--- src/rtl/vgen_pkg.sv ---
// Shared types for the video stream generator: FSM states and pixel pattern codes.
package vgen_pkg;

  typedef enum logic [1:0] {
    IDLE,
    PIX,
    LGAP,
    FGAP
  } state_e;

  typedef enum logic [1:0] {
    PAT_X,
    PAT_Y,
    PAT_CHECK,
    PAT_FRAME
  } pattern_e;

  localparam int unsigned FRAME_CNT_WIDTH = 8;

endpackage

--- src/rtl/vgen_pattern.sv ---
// Combinational pixel value from position, frame count and pattern select.
// Pattern selection is built only with VGEN_PATTERN_SEL_EN; otherwise pixel = x+1.
module vgen_pattern
  import vgen_pkg::*;
#(
  parameter int unsigned PIXEL_WIDTH = 8,
  parameter int unsigned CNT_WIDTH   = 16
) (
  input  logic [CNT_WIDTH-1:0]       x_i,
  input  logic [CNT_WIDTH-1:0]       y_i,
  input  logic [FRAME_CNT_WIDTH-1:0] frame_i,
  input  pattern_e                   pattern_i,
  output logic [PIXEL_WIDTH-1:0]     pix_c_o
);

`ifdef VGEN_PATTERN_SEL_EN
  always_comb begin
    pix_c_o = PIXEL_WIDTH'(x_i + CNT_WIDTH'(1));
    case (pattern_i)
      PAT_X:     pix_c_o = PIXEL_WIDTH'(x_i + CNT_WIDTH'(1));
      PAT_Y:     pix_c_o = PIXEL_WIDTH'(y_i + CNT_WIDTH'(1));
      PAT_CHECK: pix_c_o = {PIXEL_WIDTH{x_i[3] ^ y_i[3]}};
      PAT_FRAME: pix_c_o = PIXEL_WIDTH'(frame_i);
      default:   pix_c_o = PIXEL_WIDTH'(x_i + CNT_WIDTH'(1));
    endcase
  end
`else
  assign pix_c_o = PIXEL_WIDTH'(x_i + CNT_WIDTH'(1));

  logic unused_in;
  assign unused_in = ^{y_i, frame_i, pattern_i};
`endif

endmodule

--- src/rtl/video_stream_gen.sv ---
// Video stream source emitting de/hs/vs framed pixel data with configurable geometry and pacing.
// Optional macro VGEN_PATTERN_SEL_EN enables the pattern select input and frame counter.
module video_stream_gen
  import vgen_pkg::*;
#(
  parameter int unsigned PIXEL_WIDTH = 8,
  parameter int unsigned CNT_WIDTH   = 16
) (
  input  logic                   clk,
  input  logic                   rst,
  input  logic                   en,
  input  logic [CNT_WIDTH-1:0]   line_size,
  input  logic [CNT_WIDTH-1:0]   frame_lines,
  input  logic [CNT_WIDTH-1:0]   pix_period,
  input  logic [CNT_WIDTH-1:0]   line_gap,
  input  logic [CNT_WIDTH-1:0]   frame_gap,
  input  logic [1:0]             pattern,
  output logic [PIXEL_WIDTH-1:0] do_o,
  output logic                   de_o,
  output logic                   hs_o,
  output logic                   vs_o,
  output logic                   busy_o,
  output logic                   frame_done_o
);

  state_e               state_q;
  logic [CNT_WIDTH-1:0] lsize_q, flines_q, period_q, lgap_q, fgap_q;
  logic [CNT_WIDTH-1:0] x_q, y_q, pcnt_q, gcnt_q;

  logic                       start_c, fgap_last_c, start_now_c, last_x_c, last_y_c;
  logic [PIXEL_WIDTH-1:0]     pix_c;
  logic [FRAME_CNT_WIDTH-1:0] frm_c;
  pattern_e                   pat_c;

`ifdef VGEN_PATTERN_SEL_EN
  pattern_e                   pat_q;
  logic [FRAME_CNT_WIDTH-1:0] frm_q;

  assign frm_c = frm_q;
  assign pat_c = pat_q;
`else
  assign frm_c = '0;
  assign pat_c = PAT_X;

  logic unused_pattern;
  assign unused_pattern = ^pattern;
`endif

  assign start_c     = en && (line_size != '0) && (frame_lines != '0);
  assign fgap_last_c = (fgap_q <= CNT_WIDTH'(1)) || (gcnt_q == fgap_q - CNT_WIDTH'(1));
  assign start_now_c = start_c && ((state_q == IDLE) || ((state_q == FGAP) && fgap_last_c));
  assign last_x_c    = (x_q == lsize_q - CNT_WIDTH'(1));
  assign last_y_c    = (y_q == flines_q - CNT_WIDTH'(1));

  vgen_pattern #(
    .PIXEL_WIDTH (PIXEL_WIDTH),
    .CNT_WIDTH   (CNT_WIDTH)
  ) u_pattern (
    .x_i       (x_q),
    .y_i       (y_q),
    .frame_i   (frm_c),
    .pattern_i (pat_c),
    .pix_c_o   (pix_c)
  );

  // FSM, counters and registered stream outputs; a frame start overrides the per-state updates.
  always_ff @(posedge clk) begin
    if (rst) begin
      state_q      <= IDLE;
      lsize_q      <= '0;
      flines_q     <= '0;
      period_q     <= '0;
      lgap_q       <= '0;
      fgap_q       <= '0;
      x_q          <= '0;
      y_q          <= '0;
      pcnt_q       <= '0;
      gcnt_q       <= '0;
      do_o         <= '0;
      de_o         <= 1'b0;
      hs_o         <= 1'b0;
      vs_o         <= 1'b0;
      busy_o       <= 1'b0;
      frame_done_o <= 1'b0;
`ifdef VGEN_PATTERN_SEL_EN
      pat_q        <= PAT_X;
      frm_q        <= '0;
`endif
    end else begin
      de_o         <= 1'b0;
      hs_o         <= 1'b0;
      vs_o         <= 1'b0;
      frame_done_o <= 1'b0;

      case (state_q)
        IDLE: busy_o <= 1'b0;

        PIX: begin
          if (pcnt_q == '0) begin
            de_o <= 1'b1;
            hs_o <= (x_q == '0);
            vs_o <= (x_q == '0) && (y_q == '0);
            do_o <= pix_c;
            if (last_x_c) begin
              x_q    <= '0;
              pcnt_q <= '0;
              gcnt_q <= '0;
              if (last_y_c) begin
                state_q <= FGAP;
              end else if (lgap_q == '0) begin
                y_q <= y_q + CNT_WIDTH'(1);
              end else begin
                state_q <= LGAP;
              end
            end else if (period_q <= CNT_WIDTH'(1)) begin
              x_q <= x_q + CNT_WIDTH'(1);
            end else begin
              pcnt_q <= CNT_WIDTH'(1);
            end
          end else if (pcnt_q == period_q - CNT_WIDTH'(1)) begin
            pcnt_q <= '0;
            x_q    <= x_q + CNT_WIDTH'(1);
          end else begin
            pcnt_q <= pcnt_q + CNT_WIDTH'(1);
          end
        end

        LGAP: begin
          if (gcnt_q == lgap_q - CNT_WIDTH'(1)) begin
            gcnt_q  <= '0;
            y_q     <= y_q + CNT_WIDTH'(1);
            state_q <= PIX;
          end else begin
            gcnt_q <= gcnt_q + CNT_WIDTH'(1);
          end
        end

        FGAP: begin
          if (fgap_last_c) begin
            frame_done_o <= 1'b1;
            state_q      <= IDLE;
`ifdef VGEN_PATTERN_SEL_EN
            frm_q        <= frm_q + FRAME_CNT_WIDTH'(1);
`endif
          end else begin
            gcnt_q <= gcnt_q + CNT_WIDTH'(1);
          end
        end

        default: state_q <= IDLE;
      endcase

      if (start_now_c) begin
        lsize_q  <= line_size;
        flines_q <= frame_lines;
        period_q <= pix_period;
        lgap_q   <= line_gap;
        fgap_q   <= frame_gap;
        x_q      <= '0;
        y_q      <= '0;
        pcnt_q   <= '0;
        gcnt_q   <= '0;
        busy_o   <= 1'b1;
        state_q  <= PIX;
`ifdef VGEN_PATTERN_SEL_EN
        pat_q    <= pattern_e'(pattern);
`endif
      end
    end
  end

endmodule

--- config.mk ---
export PLATFORM = sky130hd
export DESIGN_NAME = video_stream_gen
export DESIGN_NICKNAME = d
export VERILOG_FILES = /design/src/rtl/vgen_pkg.sv /design/src/rtl/vgen_pattern.sv /design/src/rtl/video_stream_gen.sv
export SDC_FILE = /design/constraint.sdc
export NUM_CORES = 1
export LEC_CHECK = 0
export ABC_AREA = 1
export CAP_MARGIN = 20
export CORE_MARGIN = 2
export CORE_UTILIZATION = 50
export DETAILED_ROUTE_END_ITERATION = 8
export MAX_ROUTING_LAYER = met4
export PLACE_DENSITY = 0.79
export SETUP_SLACK_MARGIN = 0.2
export SYNTH_ARGS = -nofsm -noshare
export SYNTH_HDL_FRONTEND = slang
export SYNTH_SLANG_ARGS = --single-unit
--- constraint.sdc ---
create_clock -name clk -period 4.4 [get_ports clk]
set_input_delay 0.66 -clock clk [delete_from_list [all_inputs] [get_ports clk]]
set_output_delay 0.66 -clock clk [all_outputs]
set_load 0.03 [all_outputs]
==> flow_summary.json, run 1 <==
{
  "first_pass_iters": 5,
  "antenna_found_initial": 0,
  "fin_crit_ns": 3.45,
  "layout.cells.non_filler": 2121,
  "htreeDepth": 4,
  "cts_hold_buf": 0,
  "place_inst": 2090,
  "numCtsBuffers": 17,
  "synth-seq-cells": 159,
  "pwr_density_cell_nw_per_um2": 454,
  "clock_sinks": 159,
  "antenna_left": 0,
  "core_area_um2": 22000,
  "hold-worst-slack_ns": 0.499,
  "clk_pin_slew_ns": 0.07,
  "clk_latency_ns": 0.44,
  "required_ns": 4.77,
  "design_area_um2": 12800,
  "drv_slew": 0,
  "grt_pass1_vias": 10616,
  "post_cts_resized": 0,
  "rsz0062_at_grt": "no",
  "grt_overflow_total": 0,
  "fin_skew_ns": 0.0121,
  "synthArstFlopShare_pct": 0,
  "yosysWarnings": 0,
  "start_util_pct": 51.2,
  "synthToLayoutAreaGrowth_pct": 13.8,
  "die_h_um": 154,
  "grt_pass1_wl_mm": 49.6,
  "drt_iter0_drc": 1026,
  "slew_headroom_pct": 45.4,
  "netlist_instances": 1779,
  "nets": 1933,
  "power.share.combinational_pct": 42.3,
  "maxCapViolCount": 0,
  "post_cts_buffers": 0,
  "worstSetupEndpointType": "register",
  "filler_cell_count": 2137,
  "die_width_um": 154,
  "portBuffers": 95,
  "max_clock_freq_mhz": 290,
  "grt_usage_pct": 25.8,
  "fin_crit_sh_pct": 78.5,
  "gp_congestion": 0.947,
  "syn_area_um2": 11200,
  "synthTopCellsByArea": "dfxtp_1, nand2_1, nor2_1, xor2_1, inv_1",
  "cp-start-kind": "register",
  "clk_path_buf_depth": 2,
  "post_dp_cell_area_um2": 12200,
  "synth_ff_type": "dfxtp_1",
  "tritoncts": "yes",
  "viasPerCell": 5.41,
  "io_pins": 98,
  "num_rows": 54,
  "p_int_mw": 3.35,
  "crit_type": "register to register",
  "ir_drop_mv": 0.272,
  "clockRootBuffer": "clkbuf_16",
  "cp.arrival_ns": 3.82,
  "finalWirelength_mm": 29.6,
  "drc_errors": 0,
  "hold_class": "register to register",
  "switching_share_pct": 42.4,
  "setup_viol": 0,
  "p_leak_nw": 5.56,
  "synth_top_area_share_pct": 28.3,
  "seq_power_share_pct": 31.7,
  "synth_edf_count": 0,
  "postSynthNetCount": 1883,
  "drive_gt1_share_pct": 5.70,
  "status": "complete, no violations",
  "antenna_cells": 0,
  "cp_max_fo": 59,
  "fin_tns_setup_ns": 0,
  "wl_per_cell_um": 14.0,
  "rrSetupSlack_ns": 0.95,
  "avgSynthCellArea_um2": 6.32,
  "yosysTopAreaCell": "dfxtp_1",
  "synth_cell_types": 46,
  "grt_max_degree": 60,
  "hold_viol": 0,
  "die-area_um2": 23700,
  "hpwl_mm": 22.2,
  "tightest_slew_ns": 0.814,
  "vias": 11484,
  "yosysSeqAreaShare_pct": 28.3,
  "switchingPower_mw": 2.47,
  "pwr-share-clk_pct": 26.1
}
through the flow:
stage / util [%] / power, mW / worst slack (ns)
floorplan: - / 3.77 / 2.18
global placement: 55.6 / 4.23 / 0.906
detailed placement: 55.6 / 4.30 / 0.827
CTS: 58.3 / 5.81 / 0.938
global route: 58.3 / 6.26 / 0.489
finish: 58.3 / 5.82 / 0.947
kinds of logic (layout without fill, tap and decap cells):
group / after synthesis / in the layout / synth area share (%)
compound gates: 234 / 234 / 10.8
fa+ha+maj: 19 / 19 / 2.11
xor+xnor: 133 / 133 / 10.4
simple gates: 974 / 974 / 38.6
flops: 159 / 159 / 28.3
buf+inv: 260 / 322 / 9.79
cell usage in the layout, fill, tap and decap left out, drive strengths merged, types with 27 or more instances in the layout:
master / Yosys / layout
nand2: 442 / 442
nor2: 278 / 278
inv: 187 / 193
dfxtp: 159 / 159
nand3: 126 / 126
o21ai: 114 / 114
a21oi: 109 / 109
clkdlybuf4s50: 0 / 95
xor2: 89 / 89
xnor2: 44 / 44
nand4: 35 / 35
nor3: 35 / 35
nor4: 27 / 27
worst max-delay path, stage by stage, from the launching register on:
cell and delay [ns]:
dfxtp_1 0.35, inv_1 0.16, ha_1 0.32, nand2_4 0.13
nor2_8 0.16, nand2_1 0.07, nand2_1 0.05, nand2_1 0.09
inv_1 0.08, nor2_1 0.04, nand2_1 0.05, nor2_1 0.04
nand2_1 0.12, nand2_1 0.06, nand2_1 0.08, nand2_2 0.08
nand2_4 0.42, nand2_2 0.39, inv_2 0.38, o21ai_0 0.16
nor2_1 0.14
routing by layer:
| layer | up-vias | global-route usage (%) | share of wire, % |
|---|---|---|---|
| met1 | 5202 | 33.5 | 47 |
| met5 | - | - | 0 |
| met2 | 401 | 41.3 | 45 |
| met4 | 0 | 8.32 | 2.1 |
| met3 | 55 | 3.97 | 5.9 |
| li1 | 5826 | - | - |
Yosys cell counts (all sizes together) (35+ instances only):
library cell	number
nand3	126
inv	187
nand4	35
nand2	442
dfxtp	159
nor2	278
xor2	89
a21oi	109
o21ai	114
nor3	35
buf	38
xnor2	44
final timing paths:
kind / startpoint / endpoint / cells after the start
min reg2reg: flines_q[0] / flines_q[0] / 2
min: flines_q[0] / flines_q[0] / 2
max reg2reg: fgap_q[0] / y_q[8] / 20
max: fgap_q[0] / y_q[8] / 20
power groups by stage:
stage	clock network, mW	logic [mW]	registers [mW]
floorplan	0	1.90	1.87
global placement	0	2.36	1.87
detailed placement	0	2.43	1.87
CTS	1.52	2.45	1.84
global route	1.59	2.80	1.87
finish	1.52	2.46	1.84
flip-flops by register name, summed over array words and instances (netlist names):
register / count
state_q: 2
busy_o: 1
de_o: 1
period_q: 16
lsize_q: 16
hs_o: 1
lgap_q: 16
vs_o: 1
frame_done_o: 1
y_q: 16
x_q: 16
gcnt_q: 16
do_o: 8
flines_q: 16
fgap_q: 16
pcnt_q: 16
area by class of cell:
| cell class | count | area, um2 | share of cell area, % |
|---|---|---|---|
| tap | 280 | 350 | 2.74 |
| inverter | 190 | 716 | 5.59 |
| timing repair buffer | 101 | 996 | 7.78 |
| clock inverter | 13 | 151 | 1.18 |
| multi-input combinational | 1360 | 6970 | 54.4 |
| sequential | 159 | 3180 | 24.9 |
| clock buffer | 18 | 439 | 3.43 |
Note: power is estimated with default switching activity, not from simulation.
==> inputs of run 2 (changes only) <==
- PLACE_DENSITY: 0.79 -> 0.81
- clock period: 4.4 -> 3 ns (I/O delays scaled with it)
==> flow_summary.json, run 2 (synthesized netlist as in run 1, its figures left out) <==
{
  "clockRootBuffer": "clkbuf_16",
  "clk_latency_ns": 0.44,
  "crit_type": "register to register",
  "first_pass_iters": 5,
  "max_clock_freq_mhz": 382,
  "layout_commonest_cell": "nand2_1",
  "drive_gt1_share_pct": 7.41,
  "io_pins": 98,
  "cp_max_fo": 9,
  "grt_max_degree": 76,
  "switching_share_pct": 41.3,
  "rsz0062_at_grt": "no",
  "cpMostUsedCell": "inv_1",
  "crit_buf_inv": 2,
  "power.share.combinational_pct": 43.0,
  "numCtsBuffers": 17,
  "ir_drop_mv": 0.413,
  "post_dp_cell_area_um2": 12300,
  "tritoncts": "yes",
  "clk_path_buf_depth": 2,
  "gp_congestion": 0.948,
  "utilization_pct": 60.0,
  "finalWirelength_mm": 31.0,
  "fin_tns_setup_ns": 0,
  "num_rows": 54,
  "grt_overflow_total": 0,
  "multi_input_area_um2": 7050,
  "die_width_um": 154,
  "fin_skew_ns": 0.00948,
  "required_ns": 3.37,
  "hold_class": "register to register",
  "seq_power_share_pct": 30.2,
  "synthToLayoutAreaGrowth_pct": 17.1,
  "portBuffers": 95,
  "antenna_cells": 0,
  "htreeDepth": 4,
  "antenna_left": 0,
  "fin_crit_ns": 2.62,
  "drv_slew": 0,
  "vias": 11589,
  "viasPerCell": 5.41,
  "start_util_pct": 51.2,
  "worstSetupEndpointType": "register",
  "pwr_density_cell_nw_per_um2": 681,
  "grt_pass1_wl_mm": 50.6,
  "grt_usage_pct": 26.3,
  "cp-start-kind": "register",
  "p_leak_nw": 5.74,
  "layout_setup_ws_ns": 0.381,
  "drc_errors": 0,
  "clock_sinks": 159,
  "die-area_um2": 23700,
  "cp_top_family": "compound AO/OA/AOI/OAI gates",
  "dp_slack_ns": 0.0590,
  "cpMaxStageDelayCell": "o41ai_1",
  "seq_area_um2": 3180,
  "setup_viol": 0,
  "core_area_um2": 22000,
  "tightest_slew_ns": 0.712,
  "antenna_found_initial": 0,
  "pwr-share-clk_pct": 26.8,
  "p_int_mw": 5.27,
  "filler_cell_count": 2044,
  "cp.arrival_ns": 2.99,
  "design_area_um2": 13200,
  "die_h_um": 154,
  "hpwl_mm": 22.7,
  "clk_pin_slew_ns": 0.07,
  "switchingPower_mw": 3.71,
  "slew_headroom_pct": 51.9,
  "cpPeakStageDelay_ns": 0.74,
  "maxCapViolCount": 0,
  "wl_per_cell_um": 14.5,
  "status": "complete, no violations",
  "layout_common_cells": "nand2_1, nor2_1, inv_1",
  "nets": 1954,
  "path_cells": "inv_1 -> ha_1 -> inv_1 -> o41ai_1 -> nand3_1 -> nor2_4 -> nand2_1 -> a21oi_1",
  "fin_crit_sh_pct": 87.3,
  "grt_pass1_vias": 10577,
  "hold_viol": 0,
  "drt_iter0_drc": 993,
  "total_power_mw": 8.98
}
[run 2: changes by cell type in the layout (fill, tap and decap cells not counted), sizes merged]
| cell | previous run | this run |
|---|---|---|
| clkinvlp | 2 | 1 |
| bufinv | 2 | 4 |
| nand2 | 442 | 443 |
| buf | 6 | 25 |
| clkbuf | 18 | 23 |
| inv | 193 | 191 |
| clkinv | 6 | 4 |
[run 2: metrics by stage]
step | hold WS (ns) | std cells
floorplan | 0.450 | 1779
global placement | 0.469 | 2104
detailed placement | 0.475 | 2104
CTS | 0.484 | 2136
global route | 0.530 | 2143
finish | 0.481 | 2143
[run 2: timing repair]
item | 4_1_cts | 5_1_grt
endpoints found under the setup margin | 27 | 148
buffers inserted | 0 | 5
cloned | 0 | 2
pin swaps | 0 | 4
hold endpoints to repair | 0 | 0
hold buffers | 0 | 0
resized for setup | 2 | 41
[run 2: metal layers]
layer	GRT usage, %	wire [um]
met5	-	0
met4	7.65	612
met3	4.31	1830
met2	42.2	14400
met1	34.3	14200
[run 2: worst paths after layout]
path | from | to | slack, ns | depth (start not counted)
worst max-delay path | state_q[1] | y_q[12] | 0.38 | 8
worst min-delay path | flines_q[1] | flines_q[1] | 0.48 | 2
worst max register to register | state_q[1] | y_q[12] | 0.38 | 8
worst min register to register | flines_q[1] | flines_q[1] | 0.48 | 2
[run 2: power by group through the flow]
stage / sequential, mW / clock, mW / combinational, mW
finish: 2.71 / 2.41 / 3.86
global route: 2.75 / 2.52 / 4.33
CTS: 2.70 / 2.42 / 3.66
detailed placement: 2.74 / 0 / 3.61
global placement: 2.74 / 0 / 3.52
floorplan: 2.75 / 0 / 2.79
[run 2: final cells by class]
class / instances / share of cell area (%)
Clock inverter: 10 / 1.30
Tap cell: 280 / 2.66
Multi-Input combinational cell: 1361 / 53.5
Inverter: 190 / 5.52
Clock buffer: 22 / 3.60
Sequential cell: 159 / 24.2
Timing Repair Buffer: 121 / 9.23
[run 2: tightest hold or removal path, delay by kind of cell (launching register included)]
kind	cells	cell delay, ns
buf+inv	1	0.08
compound gates	1	0.06
flops	1	0.30
==> inputs of run 3 (changes only) <==
- CORE_MARGIN: 2 -> not set
==> flow_summary.json, run 3 (synthesized netlist as in run 1, its figures left out) <==
{
  "clockRootBuffer": "clkbuf_16",
  "nets": 1958,
  "grt_overflow_total": 0,
  "layout_commonest_cell": "nand2_1",
  "pwr_density_cell_nw_per_um2": 676,
  "clk_latency_ns": 0.43,
  "clk_pin_slew_ns": 0.07,
  "antenna_left": 0,
  "wl_per_cell_um": 14.2,
  "grt_pass1_wl_mm": 50.6,
  "rsz0062_at_grt": "yes",
  "antenna_cells": 0,
  "setup_viol": 0,
  "portBuffers": 95,
  "min_from": "flines_q[1]",
  "clk_path_buf_depth": 2,
  "dp_slack_ns": 0.115,
  "finalWirelength_mm": 30.5,
  "min_to": "flines_q[1]",
  "worstReg2RegEnd": "y_q[8]",
  "drive_gt1_share_pct": 7.55,
  "r2r_start": "lsize_q[1]",
  "fin_skew_ns": 0.0110,
  "design_area_um2": 13100,
  "layout_setup_ws_ns": 0.412,
  "htreeDepth": 4,
  "clock_sinks": 159,
  "io_pins": 98,
  "hold_viol": 0,
  "die_h_um": 152,
  "first_pass_iters": 9,
  "drt_iter0_drc": 1070,
  "rrSetupSlack_ns": 0.41,
  "slew_headroom_pct": 57.7,
  "worstSetupEndpointType": "register",
  "violations": "design-rule violations",
  "hold-worst-slack_ns": 0.482,
  "cts_hold_buf": 0,
  "maxCapViolCount": 0,
  "die-area_um2": 23100,
  "grt_pass1_vias": 10483,
  "num_rows": 54,
  "ir_drop_mv": 0.378,
  "synthToLayoutAreaGrowth_pct": 16.7,
  "hold_class": "register to register",
  "tightest_slew_ns": 0.634,
  "start_util_pct": 51.2,
  "cp.arrival_ns": 2.91,
  "hpwl_mm": 22.5,
  "layout_common_cells": "nand2_1, nor2_1, inv_1",
  "layout.cells.non_filler": 2147,
  "fin_crit_sh_pct": 86.3,
  "drv_slew": 0,
  "place_inst": 2100,
  "grt_max_degree": 89,
  "gp_congestion": 0.938,
  "p_leak_nw": 5.69,
  "ff2ff_path_depth": 15,
  "crit_type": "register to register",
  "filler_cell_count": 2005,
  "grt_usage_pct": 27.2,
  "fin_tns_setup_ns": 0,
  "max_clock_freq_mhz": 386,
  "core_area_um2": 22000,
  "status": "finished with violations",
  "cp_max_fo": 6,
  "antenna_found_initial": 0,
  "vias": 11484,
  "post_dp_cell_area_um2": 12300,
  "numCtsBuffers": 17,
  "viasPerCell": 5.35,
  "fin_crit_ns": 2.59,
  "die_width_um": 152,
  "required_ns": 3.32,
  "hold_depth": 2,
  "cp-start-kind": "register",
  "drc_errors": 9,
  "tritoncts": "yes"
}
run 3: cell count changes in the layout (fill, tap and decap cells not counted), moves of 2 or more:
cell	before	now
o21ai_0	81	88
o21ai_1	32	25
clkinvlp_4	1	5
buf_4	20	23
clkbuf_8	3	0
nand2_2	10	13
nand2_4	8	5
nor2_1	245	248
inv_4	2	0
inv_8	1	3
run 3: worst max-delay path by stage:
stage                               start   endpoint  slack [ns]  depth (start not counted)
after floorplan                lsize_q[1]  gcnt_q[8]        0.78                         16
after global placement    frame_lines[12]     y_q[8]        0.16                         11
after detailed placement   frame_lines[4]     y_q[8]        0.11                         11
after CTS                       fgap_q[0]    x_q[14]        0.23                         18
after global routing          flines_q[0]     y_q[8]        0.14                         14
final                          lsize_q[1]     y_q[8]        0.41                         15
run 3: timing repair:
action,4_1_cts,5_1_grt
buffers inserted,0,12
pin swaps,0,6
gates cloned,0,3
gates resized for setup,1,25
endpoints found under the setup margin,1,146
run 3: routing by layer:
metal / vias to the layer above / wire (um) / GRT usage [%]
met5: - / 0 / -
met4: 0 / 658 / 8.21
met3: 56 / 1670 / 3.79
met2: 366 / 14000 / 43.8
met1: 5206 / 14200 / 35.4
li1: 5856 / - / -
run 3: critical path, cell delays in order (launching register included):
cell and delay, ns:
dfxtp_1 0.30, inv_1 0.11, ha_2 0.23, inv_1 0.08, nor2_2 0.20, nand2_1 0.09, xor2_1 0.17, nand3_1 0.15
nor2_4 0.17, nand3_4 0.13, nand2_1 0.13, nand2_2 0.13, nor2_4 0.19, nand2_1 0.12, o21ai_0 0.21, nor2_1 0.07
run 3: through the flow:
stage	utilization (%)	power [mW]
after floorplan	-	5.53
after global placement	56.1	6.26
after detailed placement	56.1	6.37
after CTS	58.9	8.67
after global routing	59.8	9.50
final	59.8	8.87
run 3: area by class of cell:
type	instances	area, um2	share of cell area [%]
clock inverters	14	183	1.39
multi-input cells	1363	7040	53.7
flip-flops and latches	159	3180	24.3
well taps	280	350	2.67
inverters	190	729	5.56
clock buffers	18	429	3.27
repair buffers	123	1210	9.19
run 3: power breakdown:
group / switching, mW / total, mW / internal, mW
Clock: 0.954 / 2.28 / 1.32
Combinational: 2.46 / 3.88 / 1.43
Sequential: 0.314 / 2.71 / 2.39
Total: 3.73 / 8.87 / 5.14
